===== config.mk =====
export PLATFORM = sky130hd
export DESIGN_NAME = accum_ctrl_9
export DESIGN_NICKNAME = d
export VERILOG_FILES = /design/src/rtl/accum_pkg.sv /design/src/rtl/btn_conditioner.sv /design/src/rtl/accum_ctrl_9.sv
export SDC_FILE = /design/constraint.sdc
export NUM_CORES = 1
export LEC_CHECK = 0
export CAP_MARGIN = 20
export CORE_MARGIN = 5
export CORE_UTILIZATION = 47
export DETAILED_ROUTE_END_ITERATION = 8
export PLACE_DENSITY = 0.84
export SYNTH_ARGS = -nofsm -noshare
export SYNTH_HDL_FRONTEND = slang
export SYNTH_SLANG_ARGS = --single-unit

===== constraint.sdc =====
create_clock -name Clk -period 5.7 [get_ports Clk]
set_input_delay 1.14 -clock Clk [delete_from_list [all_inputs] [get_ports Clk]]
set_output_delay 1.14 -clock Clk [all_outputs]
set_load 0.01 [all_outputs]

===== src/rtl/accum_pkg.sv =====
// accum_pkg: shared widths, FSM state encoding and the operand sign-extend
// helper for the accumulator control stage.
package accum_pkg;

  localparam int unsigned SW_W   = 8;  // switch operand width
  localparam int unsigned WORD_W = 9;  // adder / accumulator width

  typedef enum logic [1:0] {
    IDLE     = 2'd0,
    EXEC     = 2'd1,
    WAIT_REL = 2'd2
  } state_t;

  // Two's-complement widening of an 8-bit switch value to the 9-bit word.
  function automatic logic [WORD_W-1:0] sign_ext(input logic [SW_W-1:0] v);
    return {v[SW_W-1], v};
  endfunction

endpackage


===== src/rtl/btn_conditioner.sv =====
// btn_conditioner: two-flop synchronizer followed by a counter debouncer for
// one raw push-button, plus a one-cycle pulse on each debounced press.
//
// Ports:
//   Clk      in   system clock
//   Reset    in   synchronous, active-high reset
//   btn_i    in   raw asynchronous button level
//   level_o  out  debounced button level
//   press_o  out  one-cycle pulse, high on the first cycle level_o is 1
module btn_conditioner #(
  parameter int unsigned DEBOUNCE_CYCLES = 50000
) (
  input  logic Clk,
  input  logic Reset,
  input  logic btn_i,
  output logic level_o,
  output logic press_o
);

  // Keep at least one counter bit so DEBOUNCE_CYCLES = 1 still elaborates.
  localparam int unsigned CNT_W = (DEBOUNCE_CYCLES > 1) ? $clog2(DEBOUNCE_CYCLES) : 1;
  localparam logic [CNT_W-1:0] CNT_MAX = CNT_W'(DEBOUNCE_CYCLES - 1);

  logic             sync1_q, sync1_d;
  logic             sync2_q, sync2_d;
  logic             level_q, level_d;
  logic             press_q, press_d;
  logic [CNT_W-1:0] cnt_q, cnt_d;

  always_comb begin
    sync1_d = btn_i;
    sync2_d = sync1_q;
    level_d = level_q;
    press_d = 1'b0;
    cnt_d   = '0;
    // Count only while the synchronized level disagrees; any agreement
    // (a bounce back) restarts the count from zero.
    if (sync2_q != level_q) begin
      if (cnt_q == CNT_MAX) begin
        level_d = sync2_q;
        press_d = sync2_q;
      end else begin
        cnt_d = cnt_q + 1'b1;
      end
    end
  end

  always_ff @(posedge Clk) begin
    if (Reset) begin
      sync1_q <= 1'b0;
      sync2_q <= 1'b0;
      level_q <= 1'b0;
      press_q <= 1'b0;
      cnt_q   <= '0;
    end else begin
      sync1_q <= sync1_d;
      sync2_q <= sync2_d;
      level_q <= level_d;
      press_q <= press_d;
      cnt_q   <= cnt_d;
    end
  end

  assign level_o = level_q;
  assign press_o = press_q;

endmodule


===== src/rtl/accum_ctrl_9.sv =====
// accum_ctrl_9: control and register stage around a 9-bit add/subtract
// ripple adder. Conditions the Run and Load_Clear buttons, snapshots the
// switch operand and function select, and captures the adder sum into the
// X:A accumulator with sticky signed-overflow tracking.
//
// Ports:
//   Clk     in   system clock
//   Reset   in   synchronous, active-high reset
//   run_i   in   raw Run button
//   load_i  in   raw Load_Clear button
//   sw_i    in   [7:0] switch operand, two's complement
//   fn_i    in   function select (0 add, 1 subtract)
//   sum_i   in   [8:0] adder sum
//   xa_o    out  [8:0] accumulator X:A (adder input a)
//   op_o    out  [8:0] registered sign-extended operand (not inverted)
//   fn_o    out  registered function select
//   busy_o  out  high whenever the FSM is not IDLE
//   done_o  out  one-cycle pulse when a new sum has been captured
//   ovf_o   out  sticky signed overflow, cleared by Load
module accum_ctrl_9
  import accum_pkg::*;
#(
  parameter int unsigned DEBOUNCE_CYCLES = 50000
) (
  input  logic              Clk,
  input  logic              Reset,
  input  logic              run_i,
  input  logic              load_i,
  input  logic [SW_W-1:0]   sw_i,
  input  logic              fn_i,
  input  logic [WORD_W-1:0] sum_i,
  output logic [WORD_W-1:0] xa_o,
  output logic [WORD_W-1:0] op_o,
  output logic              fn_o,
  output logic              busy_o,
  output logic              done_o,
  output logic              ovf_o
);

  logic run_level;
  logic run_p;
  logic load_level_unused;
  logic load_p;

  btn_conditioner #(
    .DEBOUNCE_CYCLES(DEBOUNCE_CYCLES)
  ) u_run_btn (
    .Clk     (Clk),
    .Reset   (Reset),
    .btn_i   (run_i),
    .level_o (run_level),
    .press_o (run_p)
  );

  btn_conditioner #(
    .DEBOUNCE_CYCLES(DEBOUNCE_CYCLES)
  ) u_load_btn (
    .Clk     (Clk),
    .Reset   (Reset),
    .btn_i   (load_i),
    .level_o (load_level_unused),
    .press_o (load_p)
  );

  state_t            state_q, state_d;
  logic [WORD_W-1:0] xa_q, xa_d;
  logic [WORD_W-1:0] op_q, op_d;
  logic              fn_q, fn_d;
  logic              busy_q, busy_d;
  logic              done_q, done_d;
  logic              ovf_q, ovf_d;
  logic [WORD_W-1:0] b_eff;

  always_comb begin
    state_d = state_q;
    xa_d    = xa_q;
    op_d    = op_q;
    fn_d    = fn_q;
    ovf_d   = ovf_q;
    done_d  = 1'b0;
    // Second adder operand as the adder actually sees it, for the sign test.
    b_eff   = op_q ^ {WORD_W{fn_q}};

    case (state_q)
      IDLE: begin
        if (load_p) begin
          xa_d  = sign_ext(sw_i);
          ovf_d = 1'b0;
        end else if (run_p) begin
          op_d    = sign_ext(sw_i);
          fn_d    = fn_i;
          state_d = EXEC;
        end
      end
      EXEC: begin
        xa_d    = sum_i;
        // Overflow: operands share a sign and the result's sign differs.
        ovf_d   = ovf_q | ((xa_q[WORD_W-1] == b_eff[WORD_W-1]) &&
                           (sum_i[WORD_W-1] != xa_q[WORD_W-1]));
        done_d  = 1'b1;
        state_d = WAIT_REL;
      end
      WAIT_REL: begin
        if (load_p) begin
          xa_d  = sign_ext(sw_i);
          ovf_d = 1'b0;
        end
        if (!run_level) begin
          state_d = IDLE;
        end
      end
      default: state_d = IDLE;
    endcase

    busy_d = (state_d != IDLE);
  end

  always_ff @(posedge Clk) begin
    if (Reset) begin
      state_q <= IDLE;
      xa_q    <= '0;
      op_q    <= '0;
      fn_q    <= 1'b0;
      busy_q  <= 1'b0;
      done_q  <= 1'b0;
      ovf_q   <= 1'b0;
    end else begin
      state_q <= state_d;
      xa_q    <= xa_d;
      op_q    <= op_d;
      fn_q    <= fn_d;
      busy_q  <= busy_d;
      done_q  <= done_d;
      ovf_q   <= ovf_d;
    end
  end

  assign xa_o   = xa_q;
  assign op_o   = op_q;
  assign fn_o   = fn_q;
  assign busy_o = busy_q;
  assign done_o = done_q;
  assign ovf_o  = ovf_q;

endmodule


==> flow_summary.json <==
{
  "die_w_um": 84.1,
  "yosys.area.top_type": "dfxtp_1",
  "yosysMostFrequentCell": "dfxtp_1",
  "met2_length_um": 2340,
  "gp_congestion": 0.802,
  "p_leak_uw": 0.000990,
  "r2r.worst_path.cells": 5,
  "power_uw": 805,
  "syn_inst": 280,
  "synthFlopType": "dfxtp_1",
  "vias_per_cell": 5.16,
  "synth_fp_nets": 304,
  "worstPathRequired_ps": 4560,
  "start_util_pct": 47.5,
  "wl_met1_um": 2240,
  "synth_cell_types": 37,
  "ys_warn_count": 0,
  "path_cells": "clkdlybuf4s50_1",
  "cts_setup_buffers": 0,
  "stdcell_count": 401,
  "drc": 0,
  "cpPeakStageDelay_ps": 570,
  "min_path_cells": 1,
  "hold_viol_final": 0,
  "grt_pass1_wl_um": 8930,
  "max_freq_mhz": 411,
  "ctsResizeCount": 0,
  "pwr_density_cell_nw_per_um2": 250,
  "num_vias": 2070,
  "fin_skew_ps": 6.07,
  "dp_hpwl_um": 3630,
  "grt_util_all_layers_pct": 15.6,
  "setup_tns_ps": 0,
  "synth_top_area_share_pct": 48.8,
  "yosysSeqAreaShare_pct": 48.8,
  "layout-drive-gt1-share_pct": 6.99,
  "cts_hold_buf": 0,
  "syn_area_per_cell_um2": 9.22,
  "dpl-instance-area_um2": 3050,
  "antenna_cells": 0,
  "numPortBuffers": 43,
  "path_clk_slew_ps": 70,
  "die_area_um2": 7080,
  "relSlewSlack_pct": 42.6,
  "ys_top_cells_by_count": "dfxtp_1, nor2_1, nand2_1, xnor2_1, mux2i_1",
  "cts_tree": "yes",
  "cts_root_buf": "clkbuf_8",
  "status": "complete, no violations",
  "finalWirelength_um": 5130,
  "hp-class": "flop to flop",
  "grt_overflow": 0,
  "rrSetupSlack_ps": 3560,
  "cp_top_family": "buffers and inverters",
  "min_period_ps": 2430,
  "holdCritStartpoint": "u_load_btn.sync1_q",
  "timing.final.crit_share_pct": 42.7,
  "htreeDepth": 3,
  "dpl_worst_slack_ps": 2990,
  "start_kind": "flop",
  "nets": 348,
  "crit_arrival_ps": 1290,
  "dr_wl_met3_um": 457,
  "min_to": "u_load_btn.sync2_q",
  "numCtsBuffers": 9,
  "vdd_ir_drop_max_v": 0.000178,
  "r2r-start": "u_run_btn.cnt_q[0]",
  "antenna_found_initial": 0,
  "r2r_end": "u_run_btn.cnt_q[2]",
  "setup_viol": 0,
  "synth-edff-count": 0,
  "grt_pass1_vias": 2045,
  "cp_max_fo": 4,
  "io_pins": 44,
  "yosys-top-cells-area": "dfxtp_1, xnor2_1, nor2_1, mux2i_1, nand2_1",
  "critPathLaunch": "op_o[7]",
  "critPathCaptureType": "output pin",
  "maxSlewViolCount": 0,
  "fin_area_um2": 3230,
  "post-place-cells": 385,
  "worst_path_max_delay_cell": "clkdlybuf4s50_1",
  "path_buf_inv": 1,
  "die_y_um": 84.1,
  "yosys_register_bits": 63,
  "routedWlPerCell_um": 12.8,
  "detail-route-antenna-nets": 0,
  "grt_max_degree": 35,
  "setup_ws_ps": 3270,
  "core_area_um2": 5440,
  "top_layer_used": "met4",
  "drv_cap": 0,
  "num_rows": 27,
  "area_growth_pct": 25.0,
  "syn_area_um2": 2580,
  "worst_slew_pin_slew_ps": 858,
  "clock_latency_ps": 350,
  "first_iter_violations": 161,
  "clockBufferDepth": 2,
  "path_class": "flop to output pin",
  "async_flop_share_pct": 0,
  "cts.sinks": 63,
  "drtPass1Iterations": 4,
  "grt_setup_unrepaired": "false"
}
==> worst max path at each step <==
stage | to | slack [ps] | cells after the start
final | op_o[7] | 3270 | 1
after global routing | op_o[7] | 3190 | 1
after CTS | op_o[7] | 3250 | 1
after detailed placement | u_run_btn.cnt_q[2] | 2990 | 4
after global placement | u_run_btn.cnt_q[7] | 3060 | 4
after floorplan | u_run_btn.cnt_q[13] | 3620 | 5
==> layout by cell type, fill, tap and decap left out, types with 2 or more instances in the layout <==
| cell type | n |
|---|---|
| dfxtp_1 | 63 |
| nor2_1 | 50 |
| clkdlybuf4s50_1 | 43 |
| nand2_1 | 26 |
| xnor2_1 | 25 |
| mux2i_1 | 12 |
| a21oi_1 | 11 |
| clkbuf_8 | 10 |
| a211oi_1 | 9 |
| nand3_1 | 9 |
| nand4_1 | 8 |
| nor3_1 | 8 |
| nor4_1 | 7 |
| nor2b_1 | 6 |
| inv_1 | 5 |
| xor2_1 | 5 |
| clkinv_2 | 4 |
| or4bb_1 | 3 |
| nor4b_2 | 2 |
| nand2b_1 | 2 |
| or4_1 | 2 |
| and3_1 | 2 |
| ha_1 | 2 |
==> per-stage QoR <==
stage	utilization, %	hold slack (ps)
6_report	59.3	444
5_1_grt	59.3	466
4_1_cts	59.3	452
3_5_place_dp	56.1	436
3_3_place_gp	56.1	424
2_1_floorplan	-	414
==> sequential cells by signal (all words and copies together) (netlist names), 2 cells and up <==
name / count
u_load_btn.cnt_q: 16
u_run_btn.cnt_q: 16
xa_o: 9
op_o: 8
state_q: 2
==> report_power, final <==
| part | internal (uW) | switching (uW) |
|---|---|---|
| logic | 16.4 | 9.80 |
| registers | 442 | 1.08 |
| clock network | 167 | 170 |
| total | 625 | 180 |
==> logic make-up after synthesis <==
family	share of synthesized area, %
buffers and inverters	2.95
AND/OR/NAND/NOR	26.8
adder cells (fa/ha/maj)	0.969
XOR/XNOR	10.2
flip-flops	48.8
multiplexers	4.65
AO/OA/AOI/OAI	5.62
==> metal layers <==
metal | up-vias | global-route usage, %
met4 | 0 | 6.14
li1 | 1055 | -
met1 | 953 | 17.8
met3 | 9 | 8.09
met2 | 53 | 24.7
met5 | - | 0
==> cell type report <==
| cell class | instances | area, um2 |
|---|---|---|
| Sequential cell | 63 | 1260 |
| Inverter | 5 | 18.8 |
| Multi-Input combinational cell | 201 | 1240 |
| Fill cell | 440 | 2210 |
| Clock buffer | 10 | 138 |
| Tap cell | 72 | 90.1 |
| Clock inverter | 6 | 36.3 |
| Timing Repair Buffer | 44 | 438 |
Note: power is estimated with default switching activity, not from simulation.
